File: src/rtl/sigma_delta_fast_ctrl_if.sv
// Sample handshake and modulator bus for sigma_delta_fast_ctrl.
//   master : controller side (takes samples, drives the modulator)
//   slave  : environment side (offers samples, models the modulator)
// Signals:
//   sampleIn/sampleValid/sampleReady : valid/ready sample stream
//   sdRst/sdEn/sdIn                  : modulator reset, update strobe, input
//   sdWord                           : modulator parallel word, LSB sent first
interface sigma_delta_fast_ctrl_if #(
  parameter int WIDTH  = 4,
  parameter int OUTLEN = 1 << WIDTH
);
  logic signed [WIDTH-1:0] sampleIn;
  logic                    sampleValid;
  logic                    sampleReady;
  logic                    sdRst;
  logic                    sdEn;
  logic signed [WIDTH-1:0] sdIn;
  logic [OUTLEN-1:0]       sdWord;

  modport master (
    input  sampleIn, sampleValid, sdWord,
    output sampleReady, sdRst, sdEn, sdIn
  );
  modport slave (
    output sampleIn, sampleValid, sdWord,
    input  sampleReady, sdRst, sdEn, sdIn
  );
endinterface

File: src/rtl/sigma_delta_fast_ctrl.sv
// Sequencer/serializer for the lookup-table sigma-delta modulator.
// Buffers one sample, fires one modulator update per sample, and shifts the
// resulting OUTLEN-bit word out LSB-first at a programmable bit period.
// When no word is ready at a word boundary, a zero-mean alternating idle
// pattern is sent instead and underrun pulses.
// Ports:
//   clk, rst   : clock, synchronous active-high reset
//   en         : run request (dropping it finishes the current word)
//   bitDiv     : bit period minus one, in clk cycles
//   bus        : sample handshake + modulator bus (master side)
//   bitOut     : serial stream, bitStrobe marks each new bit
//   underrun   : one-cycle pulse when the idle pattern is reloaded in RUN
//   busy       : controller not idle
module sigma_delta_fast_ctrl #(
  parameter int WIDTH     = 4,
  parameter int OUTLEN    = 1 << WIDTH,
  parameter int DIV_WIDTH = 8
) (
  input  logic                 clk,
  input  logic                 rst,
  input  logic                 en,
  input  logic [DIV_WIDTH-1:0] bitDiv,
  sigma_delta_fast_ctrl_if.master bus,
  output logic                 bitOut,
  output logic                 bitStrobe,
  output logic                 underrun,
  output logic                 busy
);
  localparam int CW = (OUTLEN > 1) ? $clog2(OUTLEN) : 1;
  // Alternating 0/1 starting with 0 at bit0: zero mean on the output.
  localparam logic [OUTLEN-1:0] IDLE_PAT = {(OUTLEN/2){2'b10}};
  localparam logic [CW-1:0]     LAST_BIT = CW'(OUTLEN - 1);

  typedef enum logic [1:0] {S_IDLE, S_RUN, S_DRAIN} state_t;

  state_t                  r_state, w_next;
  logic                    r_bufValid;
  logic signed [WIDTH-1:0] r_sampleBuf;
  logic                    r_wordReady;
  logic                    r_sdEn;
  logic                    r_sdRst;
  logic signed [WIDTH-1:0] r_sdIn;
  logic [OUTLEN-1:0]       r_shiftReg;
  logic [CW-1:0]           r_bitCnt;
  logic [DIV_WIDTH-1:0]    r_divCnt;
  logic                    r_bitStrobe;
  logic                    r_underrun;

  logic w_active, w_run, w_bitEvt, w_wordEnd, w_fetch, w_accept;

  always_comb begin
    w_active  = (r_state != S_IDLE);
    w_run     = (r_state == S_RUN);
    // Live compare so a lowered bitDiv ends the current bit at once.
    w_bitEvt  = w_active && (r_divCnt >= bitDiv);
    w_wordEnd = w_bitEvt && (r_bitCnt == '0);
    // !r_sdEn keeps the update strobe from firing on back-to-back cycles.
    w_fetch   = w_run && r_bufValid && !r_wordReady && !r_sdEn;
    w_accept  = bus.sampleValid && bus.sampleReady;
  end

  always_comb begin
    w_next = r_state;
    case (r_state)
      S_IDLE:  if (en) w_next = S_RUN;
      S_RUN:   if (!en) w_next = S_DRAIN;
      S_DRAIN: if (en) w_next = S_RUN;
               else if (w_wordEnd) w_next = S_IDLE;
      default: w_next = S_IDLE;
    endcase
  end

  always_ff @(posedge clk) begin
    if (rst) begin
      r_state     <= S_IDLE;
      r_bufValid  <= 1'b0;
      r_sampleBuf <= '0;
      r_wordReady <= 1'b0;
      r_sdEn      <= 1'b0;
      r_sdRst     <= 1'b1;
      r_sdIn      <= '0;
      r_shiftReg  <= IDLE_PAT;
      r_bitCnt    <= LAST_BIT;
      r_divCnt    <= '0;
      r_bitStrobe <= 1'b0;
      r_underrun  <= 1'b0;
    end else begin
      r_state     <= w_next;
      r_sdRst     <= (w_next == S_IDLE);
      r_sdEn      <= w_fetch;
      r_bitStrobe <= w_bitEvt;
      r_underrun  <= 1'b0;

      // Accept and fetch are mutually exclusive: accept needs an empty buffer.
      if (w_fetch) begin
        r_sdIn     <= r_sampleBuf;
        r_bufValid <= 1'b0;
      end else if (w_accept) begin
        r_sampleBuf <= bus.sampleIn;
        r_bufValid  <= 1'b1;
      end

      if (r_state == S_IDLE) begin
        if (en) begin
          r_shiftReg <= IDLE_PAT;
          r_bitCnt   <= LAST_BIT;
          r_divCnt   <= '0;
        end
      end else begin
        r_divCnt <= w_bitEvt ? '0 : r_divCnt + 1'b1;
        if (w_bitEvt) begin
          if (r_bitCnt != '0) begin
            r_shiftReg <= r_shiftReg >> 1;
            r_bitCnt   <= r_bitCnt - 1'b1;
          end else begin
            r_bitCnt <= LAST_BIT;
            if (w_run) begin
              if (r_wordReady) begin
                r_shiftReg  <= bus.sdWord;
                r_wordReady <= 1'b0;
              end else begin
                r_shiftReg <= IDLE_PAT;
                r_underrun <= 1'b1;
              end
            end else if (!en) begin
              // Drain finished: a word fetched meanwhile is dropped.
              r_wordReady <= 1'b0;
            end
          end
        end
      end

      // sdWord is valid from the cycle after the update strobe. A reload in
      // the same cycle saw wordReady=0, so setting here never loses a word.
      if (r_sdEn) r_wordReady <= 1'b1;
    end
  end

  assign bus.sampleReady = !r_bufValid && !rst;
  assign bus.sdRst       = r_sdRst;
  assign bus.sdEn        = r_sdEn;
  assign bus.sdIn        = r_sdIn;
  assign bitOut          = w_active && r_shiftReg[0];
  assign bitStrobe       = r_bitStrobe;
  assign underrun        = r_underrun;
  assign busy            = w_active;
endmodule
File: src/flat_wrapper.sv
// flat-port wrapper written by rule: the top's interface ports become plain ports
module sigma_delta_fast_ctrl_flat 
#(
  parameter int WIDTH     = 4,
  parameter int OUTLEN    = 1 << WIDTH,
  parameter int DIV_WIDTH = 8
)
  (clk, rst, en, bitDiv, bitOut, bitStrobe, underrun, busy, bus_sampleIn, bus_sampleValid, bus_sdWord, bus_sampleReady, bus_sdRst, bus_sdEn, bus_sdIn);
  sigma_delta_fast_ctrl_if #(.WIDTH(WIDTH), .OUTLEN(OUTLEN)) bus_i ();
  input  logic clk;
  input  logic rst;
  input  logic en;
  input  logic [DIV_WIDTH-1:0] bitDiv;
  output logic bitOut;
  output logic bitStrobe;
  output logic underrun;
  output logic busy;
  input wire logic [$bits(bus_i.sampleIn)-1:0] bus_sampleIn;
  input wire logic [$bits(bus_i.sampleValid)-1:0] bus_sampleValid;
  input wire logic [$bits(bus_i.sdWord)-1:0] bus_sdWord;
  output wire logic [$bits(bus_i.sampleReady)-1:0] bus_sampleReady;
  output wire logic [$bits(bus_i.sdRst)-1:0] bus_sdRst;
  output wire logic [$bits(bus_i.sdEn)-1:0] bus_sdEn;
  output wire logic [$bits(bus_i.sdIn)-1:0] bus_sdIn;
  assign bus_i.sampleIn = bus_sampleIn;
  assign bus_i.sampleValid = bus_sampleValid;
  assign bus_i.sdWord = bus_sdWord;
  assign bus_sampleReady = bus_i.sampleReady;
  assign bus_sdRst = bus_i.sdRst;
  assign bus_sdEn = bus_i.sdEn;
  assign bus_sdIn = bus_i.sdIn;
  sigma_delta_fast_ctrl #(.WIDTH(WIDTH), .OUTLEN(OUTLEN), .DIV_WIDTH(DIV_WIDTH)) u_core (.clk(clk), .rst(rst), .en(en), .bitDiv(bitDiv), .bus(bus_i), .bitOut(bitOut), .bitStrobe(bitStrobe), .underrun(underrun), .busy(busy));
endmodule
File: config.mk
export PLATFORM = sky130hd
export DESIGN_NAME = sigma_delta_fast_ctrl_flat
export DESIGN_NICKNAME = d
export VERILOG_FILES = /design/src/rtl/sigma_delta_fast_ctrl_if.sv /design/src/rtl/sigma_delta_fast_ctrl.sv /design/src/flat_wrapper.sv
export SDC_FILE = /design/constraint.sdc
export NUM_CORES = 1
export LEC_CHECK = 0
export BUFFER_PORTS_ARGS = -buffer_cell sky130_fd_sc_hd__buf_2
export CAP_MARGIN = 20
export CORE_MARGIN = 3
export CORE_UTILIZATION = 59
export CTS_CLUSTER_DIAMETER = 120
export DETAILED_ROUTE_END_ITERATION = 12
export HOLD_SLACK_MARGIN = 0.02
export PLACE_DENSITY = 0.94
export SYNTH_ARGS = -nofsm -noshare
export SYNTH_HDL_FRONTEND = slang
export SYNTH_SLANG_ARGS = --single-unit
File: constraint.sdc
create_clock -name clk -period 4.7 [get_ports clk]
set_input_delay 0.94 -clock clk [delete_from_list [all_inputs] [get_ports clk]]
set_output_delay 0.94 -clock clk [all_outputs]
set_load 0.01 [all_outputs]
# Word level (Yosys, flattened, before mapping)
# Index checks and enable logic that the tools add are counted.
word_totals:
  regBits: 44
  in_bits: 32
  out_inout_bits: 11
  elab_cells: 75
classes:
  addsub: 2
  magnitude_cmp: 1
  n_eq_ne: 6
  muxes: 25
  bitwise_logic: 3
  n_reduce_logical: 26
op_table:
  columns: ["operator", "count"]
  rows:
  - ["16-bit 2-to-1 mux", 6]
  - ["8-bit 2-to-1 mux", 3]
  - ["4-bit 2-to-1 mux", 4]
  - ["8-bit by 1-bit adder with 8-bit output (second input constant)", 1]
  - ["8-bit >= comparator", 1]
  - ["1-bit logical AND", 8]
  - ["2-bit 2-to-1 mux", 4]
  - ["1-bit 2-to-1 mux", 7]
  - ["2-bit one-hot mux with 3 select lines", 1]
  - ["2-bit nonzero test", 3]
  - ["5-bit OR reduction", 1]
  - ["1-bit logical NOT", 4]
  - ["2-bit logical NOT", 2]
  - ["4-bit logical NOT", 1]
  - ["2-bit by 1-bit inequality test with 1-bit output (second input constant)", 2]
  - ["2-bit AND reduction", 2]
  - ["4-bit AND reduction", 1]
  - ["4-bit nonzero test", 1]
  - ["4-bit by 1-bit subtractor with 4-bit output (second input constant)", 1]
  - ["3-bit by 1-bit inequality test with 1-bit output (second input constant)", 1]
  - ["1-bit NOT", 3]
  - ["3-bit AND reduction", 1]
  - ["3-bit nonzero test", 1]
  - ["2-bit by 1-bit == test with 1-bit output (second input constant)", 1]
  - ["3 further kinds", 3]

# Logic depth before layout (Yosys ltp)
# Gate-level depths: netlist of run 1.
logic_depth:
  word_depth: 7
  ltp_mapped: 9
  ltp_nobuf: 7

# Least setup slack after synthesis of run 1
# No wires, ideal clock.
synth_timing:
  path_type: "input to output"
  startpoint: "in rst"
  endpoint: "out bus_sampleReady"
  arrival_time_ps: 1805
  t_required_ps: 3760
  path_slack_ps: 1955
  path_stages: 4
  path_buffers: 3
  cell_sequence: "clkbuf_1 -> clkbuf_1 -> clkbuf_1 -> nor2_1"
synth_between:
  elab_chain_cells: 2
synth_rtl:
  columns: ["element", "line_no", "text"]
  rows:
  - ["from (decl)", "flat_wrapper.sv:11", "input logic rst;"]
  - ["1-bit logical NOT", "sigma_delta_fast_ctrl.sv:139", "assign bus.sampleReady = !r_bufValid && !rst;"]
  - ["1-bit logical AND", "sigma_delta_fast_ctrl.sv:139", null]
  - ["to (decl)", "flat_wrapper.sv:21", "output wire logic [$bits(bus_i.sampleReady)-1:0] bus_sampleReady;"]
# Every way passes these cells.

# Final worst setup path of run 1
layout_timing:
  startpoint: "in bitDiv[7]"
  endpoint: "reg u_core.r_shiftReg[3]"
layout_between:
  elab_chain_cells: 4
layout_rtl:
  columns: ["element", "line_no", "text"]
  rows:
  - ["from (decl)", "flat_wrapper.sv:13", "input logic [DIV_WIDTH-1:0] bitDiv;"]
  - ["8-bit >= comparator", "sigma_delta_fast_ctrl.sv:55", "w_bitEvt = w_active && (r_divCnt >= bitDiv);"]
  - ["1-bit logical AND", "sigma_delta_fast_ctrl.sv:55", null]
  - ["2-bit nonzero test (no source line)", null, null]
  - ["3-bit AND reduction (no source line)", null, null]
  - ["to (signal assigned)", "sigma_delta_fast_ctrl.sv:113", "r_shiftReg <= r_shiftReg >> 1;"]
  - ["to (signal assigned)", "sigma_delta_fast_ctrl.sv:119", "r_shiftReg <= bus.sdWord;"]
  - ["to (decl)", "sigma_delta_fast_ctrl.sv:43", "logic [OUTLEN-1:0] r_shiftReg;"]
# Every way passes these cells.
# A chain may end at the register's enable or synchronous reset.

==> results of run 1 <==
-- how the worst min path moves through the flow --
stage | endpoint | cells after the start
6_report | u_core.bus.sdIn[2] | 2
3_3_place_gp | u_core.bus.sdIn[0] | 2
2_1_floorplan | u_core.bus.sdIn[0] | 2
3_5_place_dp | u_core.bus.sdIn[2] | 2
5_1_grt | u_core.bus.sdIn[3] | 2
4_1_cts | u_core.bus.sdIn[2] | 2
-- critical path, cell delays in order --
cell,delay (ns)
buf_2,0.08
inv_1,0.03
ha_1,0.31
a21oi_1,0.18
o21ai_1,0.14
nor2_1,0.67
a21oi_4,0.31
a221o_1,0.40
-- metrics by stage --
| step | setup WS, ns | hold WS (ns) | cells | area, sq um |
|---|---|---|---|---|
| final | 1.81 | 0.454 | 335 | 2540 |
| after global routing | 1.67 | 0.477 | 335 | 2540 |
| after CTS | 1.84 | 0.458 | 335 | 2540 |
| after detailed placement | 1.55 | 0.447 | 328 | 2460 |
| after global placement | 1.61 | 0.442 | 328 | 2460 |
| after floorplan | 1.96 | 0.431 | 256 | 2280 |
-- flip-flops by register name (all words and copies together) (netlist names) --
register / count
u_core.bitStrobe: 1
u_core.bus.sdEn: 1
u_core.bus.sdIn: 4
u_core.bus.sdRst: 1
u_core.r_bitCnt: 4
u_core.r_bufValid: 1
u_core.r_divCnt: 8
u_core.r_sampleBuf: 4
u_core.r_shiftReg: 16
u_core.r_state: 2
u_core.r_wordReady: 1
u_core.underrun: 1
-- cells by family after synthesis --
| group | after synthesis | synth area share [%] |
|---|---|---|
| AND/OR/NAND/NOR | 87 | 19.7 |
| AO/OA/AOI/OAI | 71 | 26.2 |
| adder cells (fa/ha/maj) | 10 | 5.48 |
| buffers and inverters | 38 | 7.40 |
| multiplexers | 6 | 2.63 |
| flip-flops | 44 | 38.6 |
-- per-layer routing --
metal	track usage, %	vias up	part of all wire, %
li1	-	1014	-
met1	29.1	956	43
met2	36.5	74	48
met3	5.91	9	7.3
met4	10.4	0	1.7
met5	0	-	0
-- layout make-up --
class / instances / area, sq um / share of cell area [%]
inverter: 22 / 82.6 / 3.25
clock buffer: 6 / 72.6 / 2.86
sequential: 44 / 881 / 34.7
clock inverter: 1 / 5.00 / 0.197
timing repair buffer: 42 / 210 / 8.27
multi-input combinational: 174 / 1230 / 48.5
tap: 46 / 57.6 / 2.26
-- power breakdown --
| group | internal [W] | switching (W) |
|---|---|---|
| sequential | 0.000393 | 0.0000128 |
| combinational | 0.0000468 | 0.0000662 |
| clock | 0.000101 | 0.000122 |
| total | 0.000541 | 0.000201 |
-- layout by cell type (no fill, tap or decap), types with 2 or more instances in the layout --
cell / n
a211oi_1: 3
a21oi_1: 12
a221o_1: 7
a221oi_1: 8
a221oi_2: 8
a31oi_1: 5
and3_1: 2
buf_2: 42
clkbuf_8: 5
dfxtp_1: 44
ha_1: 10
inv_1: 21
mux2i_1: 6
nand2_1: 20
nand2b_1: 4
nand3_1: 5
nand4_1: 5
nand4b_1: 3
nor2_1: 25
nor2_2: 2
nor2b_1: 2
nor3_1: 4
nor4_1: 2
o211ai_1: 2
o21a_1: 2
o21ai_1: 3
o22ai_1: 8
or2_1: 3
or4_1: 4
==> reports/metrics.cfg, run 1 <==
[place]
io_buffers = 42
place.gp.congestion = 0.841
dpl.hpwl_um = 3490

[pwr]
totalPowerFinal_w = 0.000742
irDropWorstVdd_mv = 0.220
power.density_nw_per_um2 = 292
leakage_nw = 1.01

[clock_tree]
cts_root_buffer = clkbuf_8
path_clk_slew_ns = 0.08
clk_latency_ns = 0.30
hold_buffers = 0
cts_tree = done
cts.sinks = 44
cts_buffer_depth = 2
h-tree-depth = 2
postCtsSetupBuffers = 0
cts_resized = 0
cts_inserted_buffers = 5

[final_layout]
syn2layout_area_growth_pct = 11.3
diodes = 0
drive_above_1_share_pct = 22.5
fin_util_pct = 72.2
nNetsFinal = 331
fill_cells = 283

[timing]
timing.final.crit_share_pct = 61.5
clock-skew-final_ns = 0.00625
rsz0062_at_grt = no
setup_tns_ns = 0
relSlewSlack_pct = 35.2
tightest_slew_ns = 0.971
period_needed_ns = 2.89
drv_slew = 0
setup_violations = 0
fmax_mhz = 346
hold_viol_final = 0

[grt]
track_usage_pct = 22.9
grt_pass1_wl_um = 8030
antenna_found_initial = 0
grt-ovfl-total = 0
grt_pass1_vias = 1828
grt_max_degree = 53

[floorplanning]
die_h_um = 68.2
die_width_um = 68.2
start_util_pct = 64.8
die-area_sq_um = 4650
num_io_pins = 43
core_area_sq_um = 3520
row_count = 21

[yosys]
synth_top_area_share_pct = 38.6
syn_nets = 298
synth_common_cells = dfxtp_1, nor2_1, inv_1, nand2_1, a21oi_1
synth.area.top_cells = dfxtp_1, ha_1, a221oi_2, nor2_1, inv_1
syn_inst = 256
synth_edf_count = 0
synth.largest_area_cell = dfxtp_1
yosys_warnings = 0
ys_types = 52
ys_ff_latch = 44
avgSynthCellArea_sq_um = 8.91
syn_area_sq_um = 2280
yosysSeqAreaShare_pct = 38.6
ys.flop_type = dfxtp_1
yosysMostFrequentCell = dfxtp_1
async_reset_ff_share_pct = 0

[hold_path]
hp-class = reg -> reg
hp-start = u_core.bus.sdIn[2]

[flow_run]
cap_violations = 0

[route]
avgRoutedWirePerCell_um = 14.8
drt_iter0_drc = 147
drt_wl_total_um = 4960
ant_nets = 0
vias_per_cell = 6.13
drcViolationCount = 0
vias = 2053
dr.pass1.iters = 4

[critical_path]
cp.required_ns = 4.89
cp-end-kind = flop
crit_path_end = u_core.r_shiftReg[3]
startpoint = bitDiv[7]
r2r_end = u_core.r_shiftReg[3]
rr_startpoint = u_core.r_divCnt[5]
r2r_cells = 6
ff2ff_setup_slack_ns = 2.18
crit_path_max_fanout = 17
path_class = in -> reg
critPathArrivalTime_ns = 3.08
worst_setup_path_start_kind = input pin

[status]
status = complete, no violations

Note: power is estimated with default switching activity, not from simulation.
==> run 2, diff against run 1 <==
--- a/config.mk
+++ b/config.mk
@@ -8,11 +8,11 @@
 export BUFFER_PORTS_ARGS = -buffer_cell sky130_fd_sc_hd__buf_2
 export CAP_MARGIN = 20
 export CORE_MARGIN = 3
-export CORE_UTILIZATION = 59
+export CORE_UTILIZATION = 50
 export CTS_CLUSTER_DIAMETER = 120
 export DETAILED_ROUTE_END_ITERATION = 12
 export HOLD_SLACK_MARGIN = 0.02
-export PLACE_DENSITY = 0.94
+export PLACE_DENSITY = 0.86
 export SYNTH_ARGS = -nofsm -noshare
 export SYNTH_HDL_FRONTEND = slang
 export SYNTH_SLANG_ARGS = --single-unit
==> constraint.sdc (replaced) <==
create_clock -name clk -period 2.6 [get_ports clk]
set_input_delay 0.52 -clock clk [delete_from_list [all_inputs] [get_ports clk]]
set_output_delay 0.52 -clock clk [all_outputs]
set_load 0.01 [all_outputs]
==> reports/metrics.cfg, run 2 (synthesis gave the netlist of run 1 again) <==
[final_layout]
largestRegisters = u_core.r_shiftReg x16, u_core.r_divCnt x8
nNetsFinal = 337  ; +1.8%
regMostFlops = u_core.r_shiftReg
syn2layout_area_growth_pct = 14.3
final_common_cell = dfxtp_1
drive_above_1_share_pct = 24.3  ; +1.8 points
layout_common_cells = dfxtp_1, buf_2, nor2_1, inv_1, nand2_1
fin_util_pct = 62.1  ; -10 points
diodes = 0  ; unchanged
largest_register_ffs = 16  ; unchanged
fill_cells = 372  ; +31%
fin_cells = 346  ; +3.3%

[route]
avgRoutedWirePerCell_um = 14.7  ; -0.39%
drt_iter0_drc = 161  ; +9.5%
drcViolationCount = 0  ; unchanged
vias_per_cell = 6.07  ; -1.0%
ant_nets = 0  ; unchanged
dr.pass1.iters = 5  ; +1
drt_wl_total_um = 5100  ; +2.9%
vias = 2099  ; +2.2%

[clock_tree]
cts.sinks = 44  ; unchanged
cts_tree = done
clk_latency_ns = 0.30  ; about the same
path_clk_slew_ns = 0.08  ; about the same
postCtsSetupBuffers = 0  ; unchanged
hold_buffers = 0  ; unchanged
cts_root_buffer = clkbuf_8
cts_buffer_depth = 2  ; unchanged
cts_inserted_buffers = 5  ; unchanged
h-tree-depth = 2  ; unchanged
cts_resized = 0  ; unchanged

[timing]
setup_violations = 0  ; unchanged
hold_viol_final = 0  ; unchanged
fmax_mhz = 465
period_needed_ns = 2.15
rsz0062_at_grt = no
timing.final.crit_share_pct = 82.7
finalWorstSetupSlack_ns = 0.449  ; -1.36 ns
clock-skew-final_ns = 0.00599  ; -0.000265 ns
tightest_slew_ns = 0.624  ; -0.348 ns
relSlewSlack_pct = 58.3  ; +23 points
setup_tns_ns = 0  ; unchanged
drv_slew = 0  ; unchanged

[critical_path]
cp.required_ns = 2.79  ; -2.10 ns
crit_path_max_fanout = 8  ; -9
worst_setup_path_start_kind = flop
critPathArrivalTime_ns = 2.34  ; -0.74 ns
cp-end-kind = flop
path_class = reg -> reg

[floorplanning]
die_h_um = 73.6  ; +7.9%
core_area_sq_um = 4200  ; +19%
row_count = 23  ; +9.5%
num_io_pins = 43  ; unchanged
die-area_sq_um = 5410  ; +16%
start_util_pct = 54.3  ; -11 points
die_width_um = 73.6  ; +7.9%

[status]
status = complete, no violations

[flow_run]
cap_violations = 0  ; unchanged

[place]
dp.cells = 338  ; +3.0%
dpl.hpwl_um = 3610  ; +3.7%
io_buffers = 42  ; unchanged
dpl_worst_slack_ns = 0.233  ; -1.32 ns
place.gp.congestion = 0.797  ; -5.2%

[grt]
track_usage_pct = 20.0  ; -2.9 points
grt_max_degree = 29  ; -45%
grt-ovfl-total = 0  ; unchanged
grt_pass1_wl_um = 8470  ; +5.4%
antenna_found_initial = 0  ; unchanged
grt_pass1_vias = 1865  ; +2.0%

[pwr]
leakage_nw = 1.04  ; +3.2%
irDropWorstVdd_mv = 0.314  ; +42%
power.density_nw_per_um2 = 534  ; +83%

[hold_path]
hp-class = in -> reg

==> run 2: cell types whose count changed in the layout (fill, tap and decap cells not counted), sizes merged <==
cell,previous run,this run
buf,42,48
clkinvlp,0,1
clkinv,1,0
clkbuf,6,7
==> run 2: per-layer routing <==
metal	wire length (um)	GRT usage [%]	part of all wire, %	up-vias
li1	-	-	-	1029
met1	2300	26.7	45	983
met2	2410	31.8	47	80
met3	337	4.79	6.6	7
met4	59	6.44	1.2	0
met5	0	0	0	-
==> run 2: report_power, final <==
group / internal, W / leakage, nW / switching [W]
clock network: 0.000216 / 0.0445 / 0.000230
logic: 0.0000902 / 0.639 / 0.000122
registers: 0.000711 / 0.360 / 0.0000233
total: 0.00102 / 1.04 / 0.000375
==> run 2: path summary, 6_finish.rpt <==
check                startpoint                    end  slack, ns  cells after the start
min reg2reg  u_core.bus.sdIn[1]     u_core.bus.sdIn[1]       0.46                      2
max          u_core.r_bitCnt[0]   u_core.r_shiftReg[9]       0.45                      7
min             bus_sampleIn[1]  u_core.r_sampleBuf[1]       0.46                      3
max reg2reg  u_core.r_bitCnt[0]   u_core.r_shiftReg[9]       0.45                      7
==> run 2: stage by stage <==
step                      cell area [sq um]  total power, W  hold WS, ns
after detailed placement               2510        0.000959        0.447
after CTS                              2610         0.00140        0.453
after global placement                 2510        0.000950        0.441
after global routing                   2610         0.00146        0.477
final                                  2610         0.00139        0.456
after floorplan                        2280        0.000899        0.431
==> run 2: critical path, stage by stage, from the launching register on <==
cell	delay, ns
dfxtp_1	0.35
inv_1	0.10
ha_1	0.20
nor3b_2	0.40
nand3_1	0.34
o22ai_1	0.28
nor2_1	0.07
a221o_1	0.30
==> run 2: final cells by class <==
| cell class | count | area (sq um) | area share, % |
|---|---|---|---|
| multi-input combinational | 174 | 1230 | 47.3 |
| sequential | 44 | 881 | 33.8 |
| timing repair buffer | 48 | 255 | 9.79 |
| clock buffer | 7 | 86.3 | 3.31 |
| inverter | 22 | 82.6 | 3.17 |
| tap | 50 | 62.6 | 2.40 |
| clock inverter | 1 | 7.51 | 0.288 |
